[config.mk]
export PLATFORM = sky130hd
export DESIGN_NAME = lift_step_pipe
export DESIGN_NICKNAME = d
export VERILOG_FILES = /design/src/rtl/lift_step_pipe.sv
export SDC_FILE = /design/constraint.sdc
export NUM_CORES = 1
export LEC_CHECK = 0
export CAP_MARGIN = 20
export CORE_ASPECT_RATIO = 1.75
export CORE_MARGIN = 2
export CORE_UTILIZATION = 30
export CTS_BUF_LIST = sky130_fd_sc_hd__clkbuf_8
export DETAILED_ROUTE_END_ITERATION = 6
export PLACE_DENSITY = 0.5
export SETUP_SLACK_MARGIN = 0.3
export SYNTH_ARGS = -nofsm -noshare
export SYNTH_HDL_FRONTEND = slang
export SYNTH_SLANG_ARGS = --single-unit
[constraint.sdc]
create_clock -name clk_i -period 4.3 [get_ports clk_i]
set_input_delay 0.645 -clock clk_i [delete_from_list [all_inputs] [get_ports clk_i]]
set_output_delay 0.645 -clock clk_i [all_outputs]
set_load 0.03 [all_outputs]
[src/rtl/lift_step_pipe.sv]
// lift_step_pipe: 5/3 lifting predict/update (forward or inverse) on LANES samples per beat,
//   with symmetric extension at row edges. Latency 2 cycles from accepted beat to valid_o.
// Backpressure: one global enable (!valid_o | ready_i) freezes both stages; ready_o = enable.
// Ports: clk_i/rst_n_i (async active-low); mode_i/edge_i sampled with each beat;
//   left_i/sam_i/right_i lane k at [k*W_IN +: W_IN]; valid_i/ready_o input handshake;
//   res_o lane k at [k*(W_IN+1) +: W_IN+1] signed; valid_o/ready_i output handshake.
module lift_step_pipe #(
  parameter int W_IN      = 8,
  parameter int SIGNED_IN = 0,
  parameter int LANES     = 1
) (
  input  logic                      clk_i,
  input  logic                      rst_n_i,
  input  logic [1:0]                mode_i,
  input  logic [1:0]                edge_i,
  input  logic [LANES*W_IN-1:0]     left_i,
  input  logic [LANES*W_IN-1:0]     sam_i,
  input  logic [LANES*W_IN-1:0]     right_i,
  input  logic                      valid_i,
  output logic                      ready_o,
  output logic [LANES*(W_IN+1)-1:0] res_o,
  output logic                      valid_o,
  input  logic                      ready_i
);

  // Internal width leaves headroom so L+R+2 and S +/- U never wrap before truncation.
  localparam int EW = W_IN + 3;
  localparam int RW = W_IN + 1;
  localparam logic signed [EW-1:0] TWO = EW'(2);

  logic                   en;
  logic                   v1_q;
  logic [1:0]             mode_q;
  logic [LANES*EW-1:0]    sum_d, sum_q;
  logic [LANES*EW-1:0]    sam_d, sam_q;
  logic [LANES*RW-1:0]    res_d;
  // Upper result bits dropped by the W_IN+1 truncation.
  logic [LANES*2-1:0]     unused_hi;

  assign en      = !valid_o || ready_i;
  assign ready_o = en;

  for (genvar k = 0; k < LANES; k++) begin : g_lane
    logic [W_IN-1:0]       l_raw, s_raw, r_raw;
    logic signed [EW-1:0]  l_x, s_x, r_x;
    logic signed [EW-1:0]  l_e, r_e;
    logic signed [EW-1:0]  sum1, sam1, pred, upd, full;

    assign l_raw = left_i [k*W_IN +: W_IN];
    assign s_raw = sam_i  [k*W_IN +: W_IN];
    assign r_raw = right_i[k*W_IN +: W_IN];

    assign l_x = (SIGNED_IN != 0) ? {{3{l_raw[W_IN-1]}}, l_raw} : {3'b000, l_raw};
    assign s_x = (SIGNED_IN != 0) ? {{3{s_raw[W_IN-1]}}, s_raw} : {3'b000, s_raw};
    assign r_x = (SIGNED_IN != 0) ? {{3{r_raw[W_IN-1]}}, r_raw} : {3'b000, r_raw};

    // Symmetric extension: a missing neighbour mirrors the one that exists;
    // with both missing the centre sample stands in for both.
    always_comb begin
      l_e = l_x;
      r_e = r_x;
      case (edge_i)
        2'b01: l_e = r_x;
        2'b10: r_e = l_x;
        2'b11: begin
          l_e = s_x;
          r_e = s_x;
        end
        default: ;
      endcase
    end

    assign sum_d[k*EW +: EW] = l_e + r_e;
    assign sam_d[k*EW +: EW] = s_x;

    // Stage 2 arithmetic: both rounding terms are floors via arithmetic shift.
    assign sum1 = sum_q[k*EW +: EW];
    assign sam1 = sam_q[k*EW +: EW];
    assign pred = sum1 >>> 1;
    assign upd  = (sum1 + TWO) >>> 2;

    always_comb begin
      case (mode_q)
        2'b00:   full = sam1 - pred;
        2'b01:   full = sam1 + upd;
        2'b10:   full = sam1 + pred;
        default: full = sam1 - upd;
      endcase
    end

    assign res_d[k*RW +: RW]   = full[RW-1:0];
    assign unused_hi[k*2 +: 2] = full[EW-1:RW];
  end

  always_ff @(posedge clk_i or negedge rst_n_i) begin
    if (!rst_n_i) begin
      v1_q    <= 1'b0;
      mode_q  <= 2'b00;
      sum_q   <= '0;
      sam_q   <= '0;
      valid_o <= 1'b0;
      res_o   <= '0;
    end else if (en) begin
      v1_q    <= valid_i;
      mode_q  <= mode_i;
      sum_q   <= sum_d;
      sam_q   <= sam_d;
      valid_o <= v1_q;
      res_o   <= res_d;
    end
  end

endmodule
Word-level counts from Yosys, hierarchy flattened
Index checks and enable logic that the tools add are counted.
{ "totals": {"register_bits": 32, "in_bits": 32, "output_inout_bits": 11, "elab_cells": 23} }
{ "op_classes": {"n_addsub": 6, "eq_ne": 5, "muxes": 3, "reduce_logical": 3} }
{ "ops": {"columns": ["cell", "n"], "rows": [
  ["$pmux W8 S2", 2],
  ["$pmux W9 S3", 1],
  ["$add A9 B9 Y9", 2],
  ["$sub A9 B9 Y9", 2],
  ["$add A11 B11 Y11", 1],
  ["$add A11 B3 Y11 const B", 1],
  ["$eq A2 B2 Y1 const B", 3],
  ["$eq A2 B1 Y1 const B", 2],
  ["$logic_not A2 Y1", 1],
  ["$logic_not A1 Y1", 1],
  ["$logic_or A1 B1 Y1", 1]
]} }

Longest topological paths before layout
{ "logic_depth": {"ltp_word": 3, "depth_mapped": 16, "depth_no_buf": 16} }

Least setup slack after synthesis
Ideal clock, no wire load.
{ "synth_path": {"path_kind": "flip-flop to flip-flop", "startpoint": "register sum_q[1], in the netlist g_lane[0].sum1[1]", "endpoint": "register res_o[8]", "setup_time_ps": 154, "arrival_ps": 2988, "t_required_ps": 4146, "setup_slack_ps": 1158, "path_stages_with_launch": 17, "path_buffers": 1, "synth_period_minus_slack_ps": 3142, "path_cell_list": "dfrtp_1 > ha_1 > clkbuf_1 > xnor2_1 > ha_1 > nor2b_1 > xnor2_1 > nand2_1 > o22ai_1 > a22o_1 > ha_1 > a21oi_1 > nor2_1 > a211oi_1 > a21oi_1 > xnor2_1 > a21oi_1"} }
{ "synth_between": {"elab_chain_len": 3, "elab_cells_between_ends": 6, "cone_classes": "add/sub: 5; mux: 1"} }
{ "synth_lines": {"columns": ["element", "line", "rtl"], "rows": [
  ["start: declaration", "34", "logic [LANES*EW-1:0] sum_d, sum_q;"],
  ["start signal: assignment", "106", "sum_q <= sum_d;"],
  ["$add A11 B3 Y11", "80", "assign upd = (sum1 + TWO) >>> 2;"],
  ["$sub A9 B9 Y9 or $add A9 B9 Y9 (tied branches)", "87, 85", null],
  ["$pmux W9 S3 (*)", "83", "case (mode_q)"],
  ["end signal: assignment", "109", "res_o <= res_d;"],
  ["end: declaration", "21", "output logic [LANES*(W_IN+1)-1:0] res_o,"]
]} }
Every way passes the cells marked *; elsewhere a longest branch is shown, timed or not.
A chain may end at the register's enable or synchronous reset.

Final worst setup path
Ends and elaborated chain as after synthesis.

==> impl.org <==
** CTS
- Root Driver :: clkbuf_8
- The clock reaches the later pin of the worst-skew pair after 0.29 ns.
- Cts-stage hold buffer count :: 0
- Post-CTS timing repair inserted 0 buffers for setup.
- Clock tree synthesis inserted a total of 5 buffers.
- Clock tree from TritonCTS :: yes
- Total clock sinks :: 29
- Buffer levels on the longest clock path :: 2
- Count of instances resized after the clock tree is built :: 0
- CTS clk-pin slew, worst paths :: 0.07 ns
- Deepest level of the CTS H-tree :: 2

** Synthesis
- Synthesis produced 341 cells.
- Share of flip-flops with an asynchronous set or reset :: 100%
- Summed over all instances, the cell type with the most area after synthesis is dfrtp_1.
- The synthesized design devotes to its leading area cell type 27.8% of total area.
- Yosys printed 0 warnings.
- Syn Nets :: 393
- Fraction of the yosys area taken by sequential cells :: 27.8%
- Averaged over all synthesized cells, the footprint is 7.65 sq um.
- Number of unique standard cell types used by synthesis :: 47
- Post-synth design cell area :: 2610 sq um
- In this run, synthesis produced a sequential element count of 29.
- The synthesized design contains 0 enable-type register cells.
- Flip-flop cell with the highest count after synthesis :: dfrtp_1
- Main area contributors after synthesis :: dfrtp_1, ha_1, nand2_1, a21oi_1, nor2_1

** Hold path
- Hold Crit Depth :: 1
- The worst hold path begins at v1_q$_DFFE_PN0P_.
- Hold Crit Endpoint :: valid_o$_DFFE_PN0P_
- Path class of the lowest-slack min-delay path :: register to register

** Global route
- Largest net degree at the start of global routing :: 30
- Global-route wire length before repair :: 11,300 microns
- The number of global-route vias before repair was 2,411.
- Antenna violations before repair :: 0
- For this run the aggregate overflow at the end of global routing stands at 0.
- Global routing used 15.3% of the available tracks across all layers.

** Flow run
- Max-cap violations in this run came to 0.

** Setup path
- Largest incremental delay on the critical path :: 0.49 ns
- For the worst setup path, the data arrival time is 3.69 ns.
- In this run the worst path has a maximum fanout of 12.
- Series of cell instances along the critical path :: ha_1 -> xnor2_1 -> ha_1 -> nor2b_1 -> xnor2_1 -> nand2_1 -> o22ai_1 -> a22o_1 -> ha_1 -> a21oi_1 -> nor2_1 -> a211oi_1 -> a21oi_1 -> xnor2_1 -> a21oi_1
- R2r setup slk :: 0.83 ns
- On the critical path, the stage with the largest delay is an instance of dfrtp_1.
- In this run the critical register-to-register path is captured at res_o[8]$_DFFE_PN0P_.
- The worst setup path is launched from a register.
- In this run the critical register-to-register path is launched from g_lane[0].sum1[1]$_DFFE_PN0P_.
- Required time at the endpoint of the critical path :: 4.51 ns
- STA classifies the critical path endpoint as a register.
- The critical path is of the register to register type.
- FF-to-FF path depth :: 15

** STA
- Unrepaired setup endpoints after global routing :: false
- Final Setup Violations :: 0
- Post-layout min period :: 3.47 ns
- The final number of hold-violating endpoints is 0.
- Clock tree skew after final layout :: 0.00692 ns
- Setup TNS :: 0 ns
- At the pin with the least slew margin, the transition time is 0.677 ns.
- Highest clock rate :: 288 MHz
- Dividing the final minimum period by the clock period gives 80.8%.
- The final count of pins violating max slew is 0.
- In this run the tightest slew margin relative to its limit is 54.9%.

** Placed design
- Routability-driven placement congestion ratio :: 0.829
- Number of I/O port buffers :: 42
- Placed cells :: 482
- The HPWL after detailed placement is 5240 microns.

** Detailed routing
- First-pass detailed-route iteration total :: 4
- Via count of the routed design :: 2,391
- Dividing the detail-routed wire length by the instance count gives 13.3 microns.
- Routed WL :: 6520 microns
- In the routed design, unresolved DRC markers number 0.
- In this run the remaining antenna-violating nets after routing total 0.
- After the first detailed-routing iteration, the DRC count stood at 74.
- In the routed layout, each cell is associated on average with a via count of 4.88.

** Status
- The run finished with clean final reports.

** Floorplan
- The die is 127 microns tall.
- The floorplan step defined a die boundary enclosing 9490 sq um.
- The initial utilization of the core area, before any placement, comes to 30.5%.
- Die span in x :: 74.5 microns
- The floorplan step defined a core boundary enclosing 8560 sq um.
- Cell row count :: 45
- During I/O placement, the number of pins put on the boundary was 43.

** Final layout
- Final instance count without filler cells :: 490
- Compared with the post-synthesis result, the final layout area differs by 24.2%.
- Commonest cells after routing, fill and taps aside :: nand2_1, nor2_1, clkdlybuf4s50_1
- Number of fillers in the final layout :: 960
- Layout cells sized above 1 :: 5.36%
- Leaving out fill and tap cells, the most frequent cell in the layout is nand2_1.
- Net count, final :: 424
- Number of diodes :: 0

** Power
- VDD sags by at most 0.159 mV.
- Power density over the cells :: 537 nW/um^2
- P_leak :: 1.42 nW
==> sequential cells by signal, indices dropped and copies added, names as in the netlist <==
signal	flops
valid_o	1
g_lane.sam1	8
g_lane.sum1	8
v1_q	1
mode_q	2
res_o	9
==> cell usage after synthesis (3+ instances only) <==
library cell,count
nand2b_1,4
nor3_1,5
dfrtp_1,29
xnor2_1,15
o21ai_0,18
nor2b_1,3
mux2i_1,14
and3_1,5
o21bai_1,4
nand3_1,7
nor2_1,42
xor2_1,14
a21oi_1,37
buf_1,3
nand2_1,58
inv_1,8
a31oi_1,3
ha_1,18
and2_1,3
clkbuf_1,17
==> power by group <==
part           internal [mW]  switching [mW]
clock network          0.188           0.109
registers              0.357           0.126
logic                  0.437           0.522
total                  0.982           0.757
==> stage by stage <==
| stage | worst slack [ns] | util, % | cell area (sq um) | hold slack (ns) | total power, mW |
|---|---|---|---|---|---|
| final | 0.825 | 37.9 | 3240 | 0.468 | 1.74 |
| after global routing | 0.423 | 37.9 | 3240 | 0.501 | 1.91 |
| after CTS | 0.807 | 37.9 | 3240 | 0.470 | 1.76 |
| after detailed placement | 0.843 | 36.5 | 3120 | 0.449 | 1.46 |
| after global placement | 0.935 | 36.5 | 3120 | 0.441 | 1.45 |
| after floorplan | 1.16 | - | 2610 | 0.349 | 1.17 |
==> worst max-delay path, delay by kind of cell, from the launching register on <==
kind | cells | cell delay (ns)
AO/OA/AOI/OAI | 6 | 1.19
adder cells (fa/ha/maj) | 3 | 1.01
flip-flops | 1 | 0.49
XOR/XNOR | 3 | 0.37
AND/OR/NAND/NOR | 3 | 0.33
==> metal layers <==
layer | vias to the layer above | part of all wire (%) | track usage, %
li1 | 1233 | - | -
met1 | 1107 | 40 | 17.6
met2 | 41 | 54 | 26.9
met3 | 10 | 1.7 | 1.26
met4 | 0 | 4.1 | 8.61
met5 | - | 0 | 0
==> logic make-up after synthesis <==
family / after synthesis / share of synthesized area [%]
AND/OR/NAND/NOR: 134 / 22.6
AO/OA/AOI/OAI: 84 / 19.5
buffers and inverters: 31 / 4.84
XOR/XNOR: 29 / 9.73
flip-flops: 29 / 27.8
adder cells (fa/ha/maj): 20 / 10.2
multiplexers: 14 / 5.37
==> how the worst max path moves through the flow <==
stage / slack [ns] / startpoint / end
after floorplan: 1.16 / g_lane[0].sum1[1]$_DFFE_PN0P_ / res_o[8]$_DFFE_PN0P_
after global placement: 0.94 / g_lane[0].sum1[1]$_DFFE_PN0P_ / res_o[8]$_DFFE_PN0P_
after detailed placement: 0.84 / g_lane[0].sum1[1]$_DFFE_PN0P_ / res_o[8]$_DFFE_PN0P_
after CTS: 0.81 / g_lane[0].sum1[1]$_DFFE_PN0P_ / res_o[8]$_DFFE_PN0P_
after global routing: 0.42 / g_lane[0].sum1[1]$_DFFE_PN0P_ / res_o[8]$_DFFE_PN0P_
final: 0.83 / g_lane[0].sum1[1]$_DFFE_PN0P_ / res_o[8]$_DFFE_PN0P_
==> area by class of cell <==
| cell class | count | area (sq um) | area share [%] |
|---|---|---|---|
| well taps | 117 | 146 | 4.52 |
| clock buffers | 6 | 82.6 | 2.55 |
| inverters | 8 | 30.0 | 0.927 |
| multi-input cells | 281 | 1760 | 54.3 |
| clock inverters | 2 | 37.5 | 1.16 |
| repair buffers | 47 | 458 | 14.1 |
| flip-flops and latches | 29 | 726 | 22.4 |
(Power assumes the default switching activity.)
